==> src/rtl/load_store_unit.sv <==
// Load/store unit bridging the memory stage to a word-wide block RAM.
// Handles alignment checks, sub-word read-modify-write and load extension.
module load_store_unit (
  input  logic        clk,
  input  logic        rst,
  input  logic        req_valid,
  output logic        req_ready,
  input  logic        req_we,
  input  logic [1:0]  req_size,
  input  logic        req_unsigned,
  input  logic [31:0] req_addr,
  input  logic [31:0] req_wdata,
  output logic        resp_valid,
  output logic [31:0] resp_rdata,
  output logic        resp_err,
  output logic        ram_en,
  output logic        ram_we,
  output logic        ram_rst,
  output logic [31:0] ram_addr,
  output logic [31:0] ram_di,
  input  logic [31:0] ram_dout
);

  typedef enum logic [1:0] {
    IDLE  = 2'd0,
    LOAD  = 2'd1,
    MERGE = 2'd2
  } state_t;

  state_t      state;
  logic [31:0] cap_addr;
  logic [1:0]  cap_size;
  logic        cap_uns;
  logic [15:0] cap_wdata;

  logic        req_err;
  logic        wr_word;
  logic [7:0]  sel_b;
  logic [15:0] sel_h;
  logic [31:0] load_ext;
  logic [31:0] lane_mask;
  logic [31:0] lane_data;
  logic [31:0] merged;

  assign ram_rst   = 1'b0;
  assign req_ready = (state == IDLE) && rst;

  // Decode request legality and the single-cycle word store case
  always_comb begin
    req_err = 1'b0;
    unique case (1'b1)
      (req_size == 2'd3): req_err = 1'b1;
      (req_size == 2'd1): req_err = req_addr[0];
      (req_size == 2'd2): req_err = |req_addr[1:0];
      default:            req_err = 1'b0;
    endcase
    wr_word = req_we && (req_size == 2'd2);
  end

  // Pick the addressed lane out of the returned word and extend it
  always_comb begin
    sel_b = ram_dout[{cap_addr[1:0], 3'b000} +: 8];
    sel_h = cap_addr[1] ? ram_dout[31:16] : ram_dout[15:0];
    unique case (cap_size)
      2'd0:    load_ext = {{24{~cap_uns & sel_b[7]}}, sel_b};
      2'd1:    load_ext = {{16{~cap_uns & sel_h[15]}}, sel_h};
      default: load_ext = ram_dout;
    endcase
  end

  // Splice the store lane into the old word for the write-back
  always_comb begin
    if (cap_size == 2'd0) begin
      lane_mask = 32'h0000_00ff << {cap_addr[1:0], 3'b000};
      lane_data = {4{cap_wdata[7:0]}};
    end else begin
      lane_mask = cap_addr[1] ? 32'hffff_0000 : 32'h0000_ffff;
      lane_data = {2{cap_wdata}};
    end
    merged = (ram_dout & ~lane_mask) | (lane_data & lane_mask);
  end

  // Drive the RAM port; reset masks any access
  always_comb begin
    ram_en   = 1'b0;
    ram_we   = 1'b0;
    ram_addr = {req_addr[31:2], 2'b00};
    ram_di   = req_wdata;
    unique case (state)
      IDLE: begin
        if (req_valid && !req_err) begin
          ram_en = 1'b1;
          ram_we = wr_word;
        end
      end
      MERGE: begin
        ram_en   = 1'b1;
        ram_we   = 1'b1;
        ram_addr = {cap_addr[31:2], 2'b00};
        ram_di   = merged;
      end
      default: begin
        ram_en = 1'b0;
      end
    endcase
    if (!rst) begin
      ram_en = 1'b0;
      ram_we = 1'b0;
    end
  end

  // Control FSM with registered response outputs
  always_ff @(posedge clk) begin
    if (!rst) begin
      state      <= IDLE;
      resp_valid <= 1'b0;
      resp_rdata <= '0;
      resp_err   <= 1'b0;
      cap_addr   <= '0;
      cap_size   <= '0;
      cap_uns    <= 1'b0;
      cap_wdata  <= '0;
    end else begin
      resp_valid <= 1'b0;
      resp_rdata <= '0;
      resp_err   <= 1'b0;
      unique case (state)
        IDLE: begin
          if (req_valid) begin
            if (req_err) begin
              resp_valid <= 1'b1;
              resp_err   <= 1'b1;
            end else if (wr_word) begin
              resp_valid <= 1'b1;
            end else begin
              cap_addr  <= req_addr;
              cap_size  <= req_size;
              cap_uns   <= req_unsigned;
              cap_wdata <= req_wdata[15:0];
              state     <= req_we ? MERGE : LOAD;
            end
          end
        end
        LOAD: begin
          resp_valid <= 1'b1;
          resp_rdata <= load_ext;
          state      <= IDLE;
        end
        MERGE: begin
          resp_valid <= 1'b1;
          state      <= IDLE;
        end
        default: begin
          state <= IDLE;
        end
      endcase
    end
  end

endmodule

==> config.mk <==
export PLATFORM = sky130hd
export DESIGN_NAME = load_store_unit
export DESIGN_NICKNAME = d
export VERILOG_FILES = /design/src/rtl/load_store_unit.sv
export SDC_FILE = /design/constraint.sdc
export NUM_CORES = 1
export LEC_CHECK = 0
export CAP_MARGIN = 40
export CORE_MARGIN = 5
export CORE_UTILIZATION = 46
export DETAILED_ROUTE_END_ITERATION = 8
export GPL_TIMING_DRIVEN = 0
export PLACE_DENSITY = 0.85
export SLEW_MARGIN = 20
export SYNTH_ARGS = -nofsm -noshare
export SYNTH_HDL_FRONTEND = slang
export SYNTH_SLANG_ARGS = --single-unit
export TNS_END_PERCENT = 5
==> constraint.sdc <==
create_clock -name clk -period 4.2 [get_ports clk]
set_input_delay 0.84 -clock clk [delete_from_list [all_inputs] [get_ports clk]]
set_output_delay 0.84 -clock clk [all_outputs]
set_load 0.02 [all_outputs]
== After elaboration in Yosys (flattened, before gate mapping) ==
Cells that the tools add are included.
W data, S select, Z words.
Word-level totals
  flip-flop bits (word level): 87
  input port bits: 103
  output and inout bits: 102
Cells by class
  equal/unequal tests: 6
  shifts and indexed selects: 2
  multiplexer cells: 20
  bitwise operators: 9
  reduce and logical (&&, ||, !) cells: 13
Operator list (number)
  $mux W32: 5
  $and A32 B32 Y32: 2
  $pmux W32 S2: 1
  $not A32 Y32: 1
  $or A32 B32 Y32: 1
  $shiftx A32 B6 Y8: 1
  $shl A8 B5 Y32 const A: 1
  $mux W16: 1
  $mux W1: 8
  $eq A2 B1 Y1 const B: 3
  $eq A2 B2 Y1 const B: 3
  $pmux W1 S2: 3
  $reduce_and A3 Y1: 2
  $logic_not A2 Y1: 2
  $reduce_and A2 Y1: 2
  $reduce_and A4 Y1: 1
  $reduce_or A2 Y1: 2
  $logic_and A1 B1 Y1: 3
  $not A1 Y1: 3
  $pmux W1 S3: 1
  $and A1 B1 Y1: 2
  $mux W2: 1
  $logic_not A1 Y1: 1

== Depth between registers and ports, before layout ==
Gate-level depths: netlist (run 1).
  depth in word-level cells: 7
  depth in mapped cells: 7

== Worst setup path after synthesis (run 1) ==
Ideal clock, no wire load.
  path type: input to output
  start point: in req_addr[0]
  end point: out ram_en
  arrival time: 1.961 ns
  setup slack: 1.399 ns
  stages: 3
  buffers on the path: 0
  cells stage by stage: a21oi_1 -> o21ai_0 -> a21boi_0
Between the ends
  longest elaborated chain between the ends: 7
RTL lines
  from (decl): RTL line 11  | input logic [31:0] req_addr,
  $reduce_or A2 Y1: RTL line 54  | (req_size == 2'd2): req_err = |req_addr[1:0];
  $pmux W1 S3 (*): RTL line 51  | unique case (1'b1)
  $logic_not A1 Y1 (*): RTL line 91  | if (req_valid && !req_err) begin
  $logic_and A1 B1 Y1 (*): RTL line 91
  $mux W1 (*): RTL line 91
  $pmux W1 S2 (*): RTL line 89  | unique case (state)
  $mux W1 (*): RTL line 106  | if (!rst) begin
  to (decl): RTL line 16  | output logic ram_en,
Every way passes the cells marked *; elsewhere a longest branch is shown, timed or not.

== Final worst setup path (run 1) ==
  start point: reg state[0]
  end point: out ram_di[15]
Between the ends
  longest elaborated chain between the ends: 2
RTL lines
  from (decl): RTL line 30  | state_t state;
  from (signal assigned): RTL line 140  | state <= req_we ? MERGE : LOAD;
  $eq A2 B2 Y1: RTL line 89
  $mux W32: RTL line 89
  to (decl): RTL line 20  | output logic [31:0] ram_di,
Every way passes these cells.

==> key figures, run 1 <==
Power
  – Sequential share of power: 43.0%
  – Net Sw Frac: 30.3%
  – Power per Cell Area: 292 nW/um2
  – Worst IR drop on VDD: 0.000134 V
  – Combinational fraction of design power: 29.1%
  – Internal power: 1.43 mW
  – Static leakage: 2.88 nW
  – NetSw: 622 uW
  – Clock Power Share: 27.9%

STA
  – Final Worst Setup Slack: 0.251 ns
  – RSZ-0062 raised after global routing: false
  – Setup Skew: 0.00977 ns
  – Final setup viols: 0
  – Setup TNS: 0 ns
  – Hold Slack: 0.474 ns
  – Final Hold Viols: 0
  – Ratio of final minimum period to clock period: 94.0%
  – Max-slew violations: 0
  – Period minus WS final: 3.95 ns
  – Slew @ Worst Pin: 0.617 ns
  – Relative slew slack: 58.9%
  – Max Freq: 253 MHz

Clock network
  – H-tree levels: 3
  – Clock transition at path regs: 0.08 ns
  – Root Driver: clkbuf_8
  – CTS Hold Bufs: 0
  – Worst skew pair latency: 0.36 ns
  – Buffer levels on the longest clock path: 2
  – Post-CTS Setup Inserts: 0
  – Num CTS Buffers: 9
  – PostCTS Resize Cnt: 0
  – Clock Sinks: 87
  – CTS tree: built

Die
  – Placeable Area: 9820 um2
  – Width of the die: 111 um
  – Initial Util: 47.5%
  – IO Pins: 205
  – Floorplan die height: 111 um
  – FP Rows: 36
  – Die area: 12300 um2

Critical path
  – Data arrival, critical path: 3.11 ns
  – Max Fanout on Critical Path: 9
  – Buf/Inv on CP: 5
  – RR Startpoint: cap_size[1]
  – Kind of critical path: reg -> out
  – CP peak stage delay: 0.70 ns
  – Critical path startpoint: state[0]
  – WP data required: 3.36 ns
  – Crit-path cells: inv_1, ha_1, clkbuf_1, inv_1, or3_1, clkbuf_1, o221ai_1, clkdlybuf4s50_1
  – CP Launch Type: flop
  – Crit path max-delay family: buffers and inverters
  – Critical-path top delay cell: clkdlybuf4s50_1
  – Crit end category: output pin

Place
  – Port bufs: 200
  – GP Congestion: 0.972
  – Pre-CTS WS: 0.381 ns
  – DP Wirelength: 14.0 mm

Global routing
  – First-pass GRT wire length: 27.6 mm
  – Initial antenna violation count: 0
  – Total Routing Usage GR: 27.3%
  – Overflow after GRT: 0
  – Largest net degree at the start of global routing: 14
  – Vias in the first global route: 5163

Min path
  – Hold Crit Start: cap_wdata[14]
  – Hold Crit Class: reg -> reg

Logic synthesis
  – Sequential area share after synthesis: 37.3%
  – Register bit total from synthesis: 87
  – Syn Area/Cell: 8.29 um2
  – YS warnings: 0
  – Cell variety after synth: 46
  – Gate Count Post-Synth: 563
  – Post-Syn Area: 4670 um2

Cells and area
  – Diodes inserted: 0
  – Area growth, synth to finish: 50.6%
  – Nets: 883
  – Share of layout cells above drive strength 1: 8.86%

Drt
  – DRC errors left: 0
  – Routed Antenna Nets: 0
  – DR WL/cell: 19.3 um
  – Via count: 5276
  – 1st-iter DRT viols: 523
  – Vias per cell: 5.79
  – DR pass1 iterations: 5
  – Routed wire length: 17.6 mm

Job
  – Max_cap viols: 0

Run status
  – Run status: completed
[Yosys cell counts (all sizes together)]
| cell type | count | area (um2) |
|---|---|---|
| nor2 | 30 | 113 |
| nor4b | 1 | 8.76 |
| and2 | 1 | 6.26 |
| nor3 | 4 | 25.0 |
| a2111oi | 1 | 27.5 |
| a32oi | 1 | 8.76 |
| a31oi | 3 | 25.0 |
| o21a | 1 | 7.51 |
| buf | 21 | 120 |
| mux2 | 31 | 353 |
| nand3b | 1 | 7.51 |
| conb | 1 | 3.75 |
| o21ai | 55 | 279 |
| a21boi | 1 | 7.51 |
| and3b | 1 | 8.76 |
| a21o | 16 | 120 |
| mux2i | 32 | 320 |
| clkbuf | 31 | 116 |
| a21oi | 29 | 160 |
| nor2b | 18 | 113 |
| nor3b | 2 | 15.0 |
| o22ai | 7 | 43.8 |
| nor4 | 1 | 6.26 |
| ha | 4 | 50.1 |
| nand3 | 60 | 300 |
| o211a | 8 | 80.1 |
| or3 | 3 | 18.8 |
| o221ai | 15 | 131 |
| nand2b | 3 | 18.8 |
| o211ai | 1 | 12.5 |
| dfxtp | 87 | 1740 |
| inv | 13 | 48.8 |
| nand2 | 70 | 270 |
| a221o | 8 | 80.1 |
| or3b | 1 | 8.76 |
| a2bb2oi | 1 | 8.76 |
[worst min-delay path, stage by stage (launching register included)]
cell     delay [ns]
dfxtp_1        0.32
nand3_1        0.05
o21ai_0        0.06
[per-stage QoR]
step | std cells | area (um2) | utilization (%) | power (mW)
6_report | 912 | 7030 | 71.6 | 2.05
2_1_floorplan | 565 | 4670 | - | 1.20
3_3_place_gp | 898 | 6840 | 69.7 | 1.48
4_1_cts | 912 | 7030 | 71.6 | 2.05
3_5_place_dp | 898 | 6840 | 69.7 | 1.49
5_1_grt | 912 | 7030 | 71.6 | 2.13
[final timing paths]
| kind | cells after the start | slack [ns] | endpoint |
|---|---|---|---|
| max reg2reg | 5 | 2.34 | resp_rdata[22] |
| min reg2reg | 2 | 0.47 | cap_wdata[14] |
| min | 2 | 0.47 | cap_wdata[14] |
| max | 8 | 0.25 | ram_di[15] |
[routing by layer]
metal	share of wire [%]	global-route usage, %	vias to the layer above
met3	9.2	7.64	48
met1	39	31.9	2454
li1	-	-	2434
met4	3.3	10.8	0
met2	48	47.2	340
met5	0	0	-
[area by class of cell]
class                           count  area [um2]
Multi-Input combinational cell    413        2650
Fill cell                         788        2790
Buffer                             52         236
Inverter                           13        48.8
Sequential cell                    87        1740
Clock inverter                      4        47.5
Timing Repair Buffer              200        2000
Tap cell                          133         166
Clock buffer                       10         138
[cell usage in the layout, fill, tap and decap left out, drive strengths merged, types with 13 or more instances in the layout]
cell type      Yosys  routed
mux2i             32      32
o21ai             55      55
clkdlybuf4s50      0     200
nand3             60      60
o221ai            15      15
a21oi             29      29
inv               13      13
buf               21      21
dfxtp             87      87
clkbuf            31      41
nor2              30      30
nand2             70      70
mux2              31      31
a21o              16      16
nor2b             18      18
[cells by family after synthesis]
| kind of cell | count (synthesis) | synth area share (%) |
|---|---|---|
| buf+inv | 65 | 6.11 |
| other cells | 1 | 0.0804 |
| simple gates | 196 | 19.7 |
| fa+ha+maj | 4 | 1.07 |
| flops | 87 | 37.3 |
| mux | 63 | 14.4 |
| compound gates | 147 | 21.3 |
[power groups by stage]
stage / clock, mW / combinational [mW] / sequential [mW]
after floorplan: 0 / 0.293 / 0.903
after global placement: 0 / 0.577 / 0.900
after detailed placement: 0 / 0.588 / 0.901
after CTS: 0.578 / 0.592 / 0.882
after global routing: 0.608 / 0.635 / 0.886
final: 0.574 / 0.597 / 0.883
[state kept, by name (all words and copies together), names as in the netlist]
signal,flops
cap_size,2
cap_uns,1
resp_err,1
state,2
cap_addr,32
resp_valid,1
resp_rdata,32
cap_wdata,16
Note: power is estimated with default switching activity, not from simulation.
==> inputs of run 2 (changes only) <==
CORE_UTILIZATION = 45   (was 46)
PLACE_DENSITY = 0.83   (was 0.85)
REMOVE_ABC_BUFFERS = 1   (was not set)
==> run 2 against run 1 <==
- clock skew rose by 0.0032 ns
- first-iteration DRC count fell by 22%
- global-route usage down 3.1 points
- clock power rose by 5.7%
- critical endpoint is now ram_di[8]
==> key figures, run 2 (same netlist as run 1, synthesis figures left out) <==
Run status
  – Run status: completed

Global routing
  – First-pass GRT wire length: 24.9 mm
  – Initial antenna violation count: 0
  – Overflow after GRT: 0
  – Largest net degree at the start of global routing: 68
  – Total Routing Usage GR: 24.2%
  – Vias in the first global route: 4892

Cells and area
  – Top Registers: cap_addr: 32 flops, resp_rdata: 32 flops, cap_wdata: 16 flops
  – Share of layout cells above drive strength 1: 9.32%
  – Commonest cells after routing, fill and taps aside: clkdlybuf4s50_1, dfxtp_1, nand2_1
  – Diodes inserted: 0
  – Most common cell after layout, fill and taps aside: clkdlybuf4s50_1
  – Area growth, synth to finish: 50.1%
  – Post-route cell area: 7000 um2
  – Nets: 842

Critical path
  – Crit-path cells: inv_1, ha_4, buf_16, clkinvlp_4, or3_1, o221ai_1, clkdlybuf4s50_1
  – CP Launch Type: flop
  – Kind of critical path: reg -> out
  – Crit end category: output pin
  – Max Fanout on Critical Path: 67
  – WP data required: 3.36 ns
  – Critical-path top delay cell: clkdlybuf4s50_1
  – Data arrival, critical path: 3.21 ns
  – CP peak stage delay: 0.69 ns

STA
  – Final setup viols: 0
  – Period minus WS final: 4.05 ns
  – Ratio of final minimum period to clock period: 96.4%
  – Slew @ Worst Pin: 0.813 ns
  – RSZ-0062 raised after global routing: false
  – Relative slew slack: 45.5%
  – Max Freq: 247 MHz
  – Final Hold Viols: 0
  – Max-slew violations: 0
  – Setup Skew: 0.0130 ns

Drt
  – Vias per cell: 5.55
  – DR WL/cell: 17.8 um
  – Via count: 4863
  – DRC errors left: 0
  – DR pass1 iterations: 5
  – 1st-iter DRT viols: 406
  – Routed wire length: 15.6 mm
  – Routed Antenna Nets: 0

Clock network
  – Buffer levels on the longest clock path: 2
  – CTS tree: built
  – Root Driver: clkbuf_8
  – Clock Sinks: 87
  – CTS Hold Bufs: 0
  – H-tree levels: 3
  – Worst skew pair latency: 0.36 ns
  – Num CTS Buffers: 9
  – Clock transition at path regs: 0.09 ns

Min path
  – Hold Crit Class: reg -> reg

Job
  – Max_cap viols: 0

Power
  – Power per Cell Area: 296 nW/um2
  – Worst IR drop on VDD: 0.000231 V
  – Static leakage: 2.85 nW
  – Total chip power: 2.07 mW

Place
  – Port bufs: 201
  – DP Wirelength: 12.0 mm
  – Placed Area: 6750 um2
  – GP Congestion: 0.867

Die
  – Width of the die: 112 um
  – IO Pins: 205
  – Floorplan die height: 112 um
  – FP Rows: 37
  – Die area: 12500 um2
  – Placeable Area: 10200 um2
  – Initial Util: 45.6%
## run 2: cell count changes in the layout (fill, tap and decap cells not counted), moves of 2 or more
cell	before	now
clkbuf_1	31	1
buf_2	9	0
buf_1	5	0
buf_16	0	3
clkinv_2	2	0
clkinvlp_4	1	3
## run 2: layout make-up
cell class                      instances  area, um2
Multi-Input combinational cell        413       2670
Tap cell                              136        170
Clock buffer                           12        155
Fill cell                             816       3230
Timing Repair Buffer                  211       2160
Inverter                               13       52.6
Clock inverter                          4       53.8
Sequential cell                        87       1740
## run 2: final timing paths
| path | start | endpoint | slack, ns | depth (start not counted) |
|---|---|---|---|---|
| hold reg to reg | cap_wdata[10] | cap_wdata[10] | 0.47 | 2 |
| setup reg to reg | cap_addr[1] | resp_rdata[19] | 2.04 | 5 |
| setup / recovery | state[0] | ram_di[8] | 0.15 | 7 |
| hold / removal | cap_wdata[10] | cap_wdata[10] | 0.47 | 2 |
## run 2: what timing repair did
action | 4_1_cts | 5_1_grt
buffers inserted | 0 | 4
gates resized for setup | 0 | 1
setup endpoints to repair | 0 | 3
## run 2: power by group
part           internal (mW)  switching (mW)  total, mW
Combinational          0.291           0.282      0.573
Clock                  0.309           0.298      0.607
Sequential             0.860          0.0327      0.893
Total                   1.46           0.613       2.07
## run 2: worst max-delay path, delay by kind of cell, from the launching register on
| family | cells | cell delay, ns |
|---|---|---|
| AO/OA/AOI/OAI | 1 | 0.31 |
| adder cells (fa/ha/maj) | 1 | 0.28 |
| buffers and inverters | 4 | 1.34 |
| flip-flops | 1 | 0.35 |
| AND/OR/NAND/NOR | 1 | 0.53 |
## run 2: metal layers
layer  track usage (%)  vias up  part of all wire [%]  wire length [um]
met5                 0        -                     0                 0
met4              11.2        0                   3.8               597
met3              5.71       49                   7.6              1180
met2              42.9      225                    50              7870
met1              27.5     2241                    38              5980
li1                  -     2348                     -                 -
## run 2: stage by stage
| step | setup slack [ns] | utilization (%) | TNS [ns] | hold WS (ns) | cells |
|---|---|---|---|---|---|
| after floorplan | -0.168 | - | -1.35 | 0.438 | 513 |
| final | 0.153 | 68.4 | 0 | 0.473 | 876 |
| after detailed placement | 0.248 | 66.0 | 0 | 0.462 | 855 |
| after CTS | 0.0485 | 68.0 | 0 | 0.474 | 871 |
| after global routing | 0.0106 | 68.4 | 0 | 0.498 | 876 |
| after global placement | -1.84 | 64.7 | -101.59 | 0.448 | 850 |
